===== src/rtl/led_sequencer.sv =====
// led_sequencer: multi-channel LED pattern generator.
// A prescaler divides clk down to one step every STEP_CYCLES enabled cycles;
// each step advances a position that is decoded into one of four patterns.
//
// Ports:
//   clk        system clock
//   rst        synchronous active-high reset
//   en         1 = run, 0 = pause (prescaler, position and direction hold)
//   mode       pattern select: 0 CHASE, 1 BAR, 2 BOUNCE, 3 DRAIN
//   led        registered pattern, 1 = LED on
//   step_pulse registered, one cycle on every position advance
//   wrap       registered, one cycle when an advance lands on position 0
module led_sequencer #(
  parameter int unsigned N_LED       = 4,
  parameter int unsigned STEP_CYCLES = 12_000_000
) (
  input  logic             clk,
  input  logic             rst,
  input  logic             en,
  input  logic [1:0]       mode,
  output logic [N_LED-1:0] led,
  output logic             step_pulse,
  output logic             wrap
);

  localparam int unsigned CW = (STEP_CYCLES > 1) ? $clog2(STEP_CYCLES) : 1;
  localparam int unsigned PW = (N_LED > 1) ? $clog2(N_LED) : 1;

  localparam logic [CW-1:0] CNT_LAST      = CW'(STEP_CYCLES - 1);
  localparam logic [PW-1:0] POS_TOP       = PW'(N_LED - 1);
  localparam logic [PW-1:0] POS_BELOW_TOP = PW'((N_LED > 1) ? (N_LED - 2) : 0);

  localparam logic [1:0] MODE_CHASE  = 2'd0;
  localparam logic [1:0] MODE_BAR    = 2'd1;
  localparam logic [1:0] MODE_BOUNCE = 2'd2;
  localparam logic [1:0] MODE_DRAIN  = 2'd3;

  // Architectural state
  logic [CW-1:0] cnt_q, cnt_d;
  logic [PW-1:0] pos_q, pos_d;
  logic          up_q, up_d;
  logic [1:0]    mode_q, mode_d;
  // Set by reset so the first released edge restarts the sequence exactly
  // like a mode change; this makes the first step land STEP_CYCLES edges
  // after release regardless of the mode selected at that time.
  logic          start_q, start_d;

  logic [N_LED-1:0] led_d;
  logic             step_d;
  logic             wrap_d;
  logic             restart;

  // Pattern decode of a position for a given mode
  function automatic logic [N_LED-1:0] decode(input logic [PW-1:0] p,
                                              input logic [1:0]    m);
    logic [N_LED-1:0] v;
    v = '0;
    for (int i = 0; i < int'(N_LED); i++) begin
      case (m)
        MODE_BAR:   v[i] = (i <= int'(p));
        MODE_DRAIN: v[i] = (i >= int'(p));
        MODE_CHASE,
        MODE_BOUNCE: v[i] = (i == int'(p));
        default:    v[i] = 1'b0;
      endcase
    end
    return v;
  endfunction

  // Next-state and output logic
  always_comb begin
    cnt_d   = cnt_q;
    pos_d   = pos_q;
    up_d    = up_q;
    mode_d  = mode_q;
    start_d = 1'b0;
    step_d  = 1'b0;
    wrap_d  = 1'b0;
    restart = start_q || (mode != mode_q);

    if (restart) begin
      // Mode change wins over a coincident step and emits no pulses
      cnt_d  = '0;
      pos_d  = '0;
      up_d   = 1'b1;
      mode_d = mode;
    end else if (en) begin
      if (cnt_q == CNT_LAST) begin
        cnt_d  = '0;
        step_d = 1'b1;
        if (N_LED == 1) begin
          pos_d = '0;
        end else if (mode_q == MODE_BOUNCE) begin
          if (up_q) begin
            if (pos_q == POS_TOP) begin
              pos_d = POS_BELOW_TOP;
              up_d  = 1'b0;
            end else begin
              pos_d = pos_q + 1'b1;
            end
          end else begin
            if (pos_q == '0) begin
              pos_d = PW'(1);
              up_d  = 1'b1;
            end else begin
              pos_d = pos_q - 1'b1;
            end
          end
        end else begin
          pos_d = (pos_q == POS_TOP) ? '0 : (pos_q + 1'b1);
        end
        wrap_d = (pos_d == '0);
      end else begin
        cnt_d = cnt_q + 1'b1;
      end
    end

    // LEDs follow the next-state position and the live mode input
    led_d = decode(pos_d, mode);
  end

  // State and output registers
  always_ff @(posedge clk) begin
    if (rst) begin
      cnt_q      <= '0;
      pos_q      <= '0;
      up_q       <= 1'b1;
      mode_q     <= MODE_CHASE;
      start_q    <= 1'b1;
      led        <= '0;
      step_pulse <= 1'b0;
      wrap       <= 1'b0;
    end else begin
      cnt_q      <= cnt_d;
      pos_q      <= pos_d;
      up_q       <= up_d;
      mode_q     <= mode_d;
      start_q    <= start_d;
      led        <= led_d;
      step_pulse <= step_d;
      wrap       <= wrap_d;
    end
  end

endmodule


===== config.mk =====
export PLATFORM = sky130hd
export DESIGN_NAME = led_sequencer
export DESIGN_NICKNAME = d
export VERILOG_FILES = /design/src/rtl/led_sequencer.sv
export SDC_FILE = /design/constraint.sdc
export NUM_CORES = 1
export LEC_CHECK = 0
export BUFFER_PORTS_ARGS = -buffer_cell sky130_fd_sc_hd__buf_4
export CAP_MARGIN = 20
export CELL_PAD_IN_SITES_DETAIL_PLACEMENT = 1
export CELL_PAD_IN_SITES_GLOBAL_PLACEMENT = 1
export CORE_AREA = 4 4 82 84
export DETAILED_ROUTE_END_ITERATION = 8
export DIE_AREA = 0 0 86 88
export PLACE_DENSITY_LB_ADDON = 0.1
export SLEW_MARGIN = 20
export SYNTH_ARGS = -nofsm -noshare
export SYNTH_HDL_FRONTEND = slang
export SYNTH_SLANG_ARGS = --single-unit

===== constraint.sdc =====
create_clock -name clk -period 2.9 [get_ports clk]
set_clock_uncertainty 0.1 [all_clocks]
set_input_delay 0.435 -clock clk [delete_from_list [all_inputs] [get_ports clk]]
set_output_delay 0.435 -clock clk [all_outputs]
set_load 0.1 [all_outputs]

Word-level counts from Yosys, hierarchy flattened
Index checks and enable logic that the tools add are counted.
W data, S select, Z words.

word-level totals
  flip-flop bits (word level) = 36
  bits in latches = 0
  RAM bits = 0
  bits in read-only memories = 0
  input bits = 5
  output and inout bits = 6
  word-level logic and storage cells = 60
  memories = 0

cells by class
  $add $sub $neg = 3
  $mul = 0
  div/mod/pow operators = 0
  magnitude comparators = 6
  equality and inequality tests = 10
  shift-type cells = 0
  muxes and demuxes = 21
  bitwise logic cells = 2
  reductions and logical operators = 10

operators by type and width
  cell                     count
  $add A24 B1 Y24 const B  1
  $eq A24 B24 Y1 const B   1
  $mux W24                 1
  $mux W2                  11
  $pmux W1 S3              4
  $eq A2 B2 Y1 const B     4
  $logic_not A2 Y1         4
  $mux W1                  5
  $eq A2 B2 Y1 const A     2
  $ge A1 B2 Y1 const A     2
  $le A2 B2 Y1 const A     2
  $reduce_or A2 Y1         2
  $reduce_or A4 Y1         1
  $reduce_and A3 Y1        1
  $reduce_or A3 Y1         1
  $add A2 B1 Y2 const B    1
  $eq A1 B2 Y1 const A     1
  $eq A2 B1 Y1 const B     1
  $ge A2 B2 Y1 const A     1
  $le A1 B2 Y1 const A     1
  $ne A2 B2 Y1             1
  $not A1 Y1               2
  $sub A2 B1 Y2 const B    1
  $logic_or A1 B1 Y1       1

Logic depth before layout (Yosys ltp)
  depth after elaboration = 12
  mapped depth = 8
  depth with buffers taken out = 8

Worst setup path after synthesis
No wires, ideal clock.

  path kind = reg-to-reg
  from = reg cnt_q[0]
  to = reg led[1]
  setup time = 0.131 ns
  arrival time = 1.642 ns
  data required time = 2.669 ns
  slack = 1.027 ns
  cell stages (with the launch flop) = 8
  path buffers = 0
  clock period less this slack = 1.873 ns
  cell sequence = dfxtp_1 -> ha_1 -> and3_4 -> and4_4 -> o2111ai_4 -> a21oi_4 -> mux2i_1 -> o31ai_1

between the ends
  word-level cells in the longest chain between the ends = 6
  elaborated cells on any way between the ends = 8
  classes of those cells = 2 x order compare; 2 x eq/ne; 4 x mux

RTL lines
  item                                        line  RTL
  start: declaration                          39    logic [CW-1:0] cnt_q, cnt_d;
  start signal: assignment                    134   cnt_q <= cnt_d;
  $eq A24 B24 Y1 *                            88    if (cnt_q == CNT_LAST) begin
  $mux W2 *                                   88
  $mux W2 *                                   87    end else if (en) begin
  $mux W2 *                                   81    if (restart) begin
  $ge A1 B2 Y1, or another cell as far along  61    MODE_DRAIN: v[i] = (i >= int'(p));
  $pmux W1 S3 *                               59    case (m)
  end signal: assignment                      139   led <= led_d;
  end: declaration                            21    output logic [N_LED-1:0] led,

Mark *: on every way between the ends. The rest lies on a longest branch, timed or not.
A chain may end at the register's enable or synchronous reset.

Worst setup path in the final report
  from = reg cnt_q[0]
  to = reg cnt_q[5]

between the ends
  word-level cells in the longest chain between the ends = 2
  elaborated cells on any way between the ends = 3
  classes of those cells = 1 x add/sub; 1 x eq/ne; 1 x mux

RTL lines
  item                                               line
  $add A24 B1 Y24 or $eq A24 B24 Y1 (tied branches)  114, 88
  $mux W24 *                                         88

Marks and branches as above.

==> summary.md <==
| Metric | Value |
|---|---|
| Status | `completed` |
| Leakage | `0.000689 uW` |
| Ys flop type | `dfxtp_1` |
| Yosys reg bits | `36` |
| CP Capture Type | `flip-flop` |
| Minimum clock period | `2.19 ns` |
| Final antenna-violating net count | `0` |
| Worst vdd rail ir drop | `0.000251 V` |
| Crit-path max cell delay | `0.56 ns` |
| WHS Path Cells | `1` |
| Placement row count | `28` |
| Top cells by count, synth | `dfxtp_1 (36), nor2_1 (32), xor2_1 (22)` |
| Slew HR | `55.2%` |
| Hold endpoint | `start_q$_DFF_P_` |
| Gr busiest metal | `met2` |
| Crit path max fanout | `20` |
| Gr ovfl total | `0` |
| Cell count after synthesis | `~190` |
| Count of hold-fix buffers inserted at cts | `0` |
| Area growth syn-to-layout | `13.5%` |
| Vias per cell | `approximately 4.7` |
| Non-Filler Instances | `between 200 and 300` |
| Starting density of the core | `between 20% and 30%` |
| CTS Root Cell | `clkbuf_8` |
| Hold_ws | `about 0.25 ns` |
| Final setup viols | `0` |
| DIE AREA | `0.00757 sq mm` |
| Tot GR Track Use | `between 10% and 20%` |
| Syn Area/Cell | `9.34 sq um` |
| Post-DP HPWL | `between 2 and 3 mm` |
| Total number of vias | `~1300` |
| Final Max Slew Viols | `0` |
| Synth area leader | `dfxtp_1` |
| Num CTS Buffers | `5` |
| Sequential power share | `about 55%` |
| Synth top area share | `41.5%` |
| Port-buffer cells | `10` |
| Syn_nets | `about 200` |
| First-pass GRT wire length | `6.34 mm` |
| Placed cell count | `around 270` |
| Worst Setup Path Type | `reg -> reg` |
| M2 GR Usage | `between 10% and 20%` |
| Worst Hold Class | `in -> reg` |
| CORE AREA | `0.00592 sq mm` |
| Die extent in y | `about 88 um` |
| RSZ-0062 raised after global routing | `false` |
| Initial antenna violation count | `0` |
| Post-Syn Area | `about 0.0017 sq mm` |
| Worst-Margin Slew | `0.670 ns` |
| Clk Latency, worst-skew pair | `0.28 ns` |
| Largest net degree at the start of global routing | `21` |
| Total clock sinks | `36` |
| DR iter-0 viols | `16` |
| Fin nets | `between 200 and 250` |
| Max-cap violations | `0` |
| N_diodes | `0` |
| Fmax | `between 0.4 and 0.5 GHz` |
| Switching Share | `22.8%` |
| Slowest CP cell | `nand2_1` |
| Internal | `approximately 710 uW` |
| R2R cell count | `6` |
| Critical path cell sequence | `ha_1, and3_4, and4_4, nand2_1, nand2_1, nor2_1` |
| Deepest clock path buffer count | `2` |
| Sw power | `209 uW` |
| Vias in the first global route | `1362` |
| YS warnings | `0` |
| Most used cell along the critical path | `nand2_1` |
| Clock transition at the registers of the reported paths | `about 0.070 ns` |
| Synth area leaders | `dfxtp_1 (41%), xor2_1 (11%), nor2_1 (6.9%), nand2_1 (3.7%), nand3_1 (3.2%)` |
| Min-delay src | `rst` |
| WL final | `3.64 mm` |
| Post-CTS Setup Bufs | `0` |
| Pwr/cell area | `~460 mW/mm^2` |
| R2r endpoint | `cnt_q[5]$_SDFFE_PP0P_` |
| Async S/R FF share, synth | `0%` |
| Post-layout util | `between 30% and 40%` |
| Met3 Use GR | `between 2 and 3%` |
| WL/cell | `~13 um` |
| Die Wd | `between 80 and 90 um` |
| Final TNS setup | `0 ns` |
| H-tree Lvls | `2` |
| Worst r2r src | `cnt_q[0]$_SDFFE_PP0P_` |
| Synth unique cells | `44` |
| CTS resizes | `0` |
| Count leader, synth | `dfxtp_1` |
| R2R Setup Slk | `~0.71 ns` |
| Critical path origin | `cnt_q[0]$_SDFFE_PP0P_` |
| Sequential-to-total area share from yosys stat | `between 40% and 50%` |
| CP Launch Type | `flip-flop` |
| Crit path DAT | `between 2 and 2.5 ns` |
| DRC errors left | `0` |
| Comb pwr share | `5.6%` |
| Required @ worst endpoint | `approximately 2.9 ns` |
| Clock power share | `between 30 and 40%` |
| Drt pass-1 iters | `4` |
| Final Hold Vio Count | `0` |
| I/O pins | `11` |
| EDFF count, synth | `0` |
| RD Place Congestion | `roughly 0.80` |
| CTS tree | `built` |
| Tcrit/Tclk final | `between 70% and 80%` |
| Met1 usage | `between 10% and 20%` |
| Fraction of layout cells with a size suffix above 1 | `roughly 15%` |
==> power groups by stage <==
stage / Combinational [uW] / Clock, uW / Sequential (uW)
after global placement: 51.0 / 0 / 513
after CTS: 52.4 / 381 / 502
after global routing: 56.0 / 400 / 502
final: 51.4 / 363 / 502
after floorplan: 20.8 / 0 / 530
after detailed placement: 52.3 / 0 / 513
==> layout by cell type, fill, tap and decap left out, types with 2 or more instances in the layout <==
| master | netlist | layout |
|---|---|---|
| a21o_1 | 2 | 2 |
| a21oi_1 | 3 | 3 |
| and3_1 | 4 | 4 |
| buf_4 | 1 | 11 |
| clkbuf_1 | 1 | 2 |
| clkbuf_8 | 0 | 6 |
| dfxtp_1 | 36 | 36 |
| ha_1 | 4 | 4 |
| inv_1 | 4 | 4 |
| nand2_1 | 17 | 17 |
| nand2b_1 | 4 | 4 |
| nand3_1 | 11 | 11 |
| nand4_1 | 7 | 7 |
| nor2_1 | 32 | 32 |
| nor2b_1 | 3 | 3 |
| nor3_4 | 2 | 2 |
| o211ai_1 | 2 | 2 |
| o21ai_0 | 2 | 2 |
| o21ai_1 | 2 | 2 |
| xnor2_1 | 2 | 2 |
| xor2_1 | 22 | 22 |
==> registers in the layout (all words and copies together) (netlist names) <==
| register | count |
|---|---|
| step_pulse | 1 |
| mode_q | 2 |
| wrap | 1 |
| pos_q | 2 |
| start_q | 1 |
| up_q | 1 |
| led | 4 |
| cnt_q | 24 |
==> cell type report <==
cell class | count | area, sq um
well taps | 75 | 93.8
repair buffers | 11 | 82.6
fillers | 689 | 3950
flip-flops and latches | 36 | 721
inverters | 4 | 15.0
clock buffers | 8 | 90.1
multi-input cells | 141 | 970
==> worst max-delay path by stage <==
stage	end	slack, ns	depth (start not counted)
after floorplan	led[1]$_SDFF_PP0_	1.03	7
after global placement	cnt_q[15]$_SDFFE_PP0P_	0.77	6
after detailed placement	cnt_q[5]$_SDFFE_PP0P_	0.69	6
after CTS	cnt_q[5]$_SDFFE_PP0P_	0.66	6
after global routing	cnt_q[22]$_SDFFE_PP0P_	0.50	6
final	cnt_q[5]$_SDFFE_PP0P_	0.71	6
==> worst max-delay path, delay by kind of cell (launching register included) <==
kind	cells	cell delay, ns
and+or+nand+nor	5	1.35
DFF	1	0.37
adders and majority gates	1	0.23
==> layer usage <==
metal  share of wire [%]  wire length, um
met5                   0                0
met4                 1.4               52
met3                 2.7              100
met2                  47             1700
met1                  49             1780
==> logic make-up (layout without fill, tap and decap cells) <==
kind of cell,Yosys count,count (layout),synth area share [%]
AOI/OAI and AO/OA,18,18,9.50
xor gates and xnor gates,24,24,12.1
adders and majority gates,4,4,2.88
buffers and inverters,9,23,2.74
DFF,36,36,41.5
muxes,2,2,1.22
and+or+nand+nor,93,93,30.1
==> through the flow <==
stage          setup WS [ns]  cell area, sq um  power [uW]
2_1_floorplan           1.03              1740         551
3_3_place_gp           0.773              1880         564
3_5_place_dp           0.689              1880         565
4_1_cts                0.663              1970         935
5_1_grt                0.503              1970         957
6_report               0.710              1970         916
(Power assumes the default switching activity.)
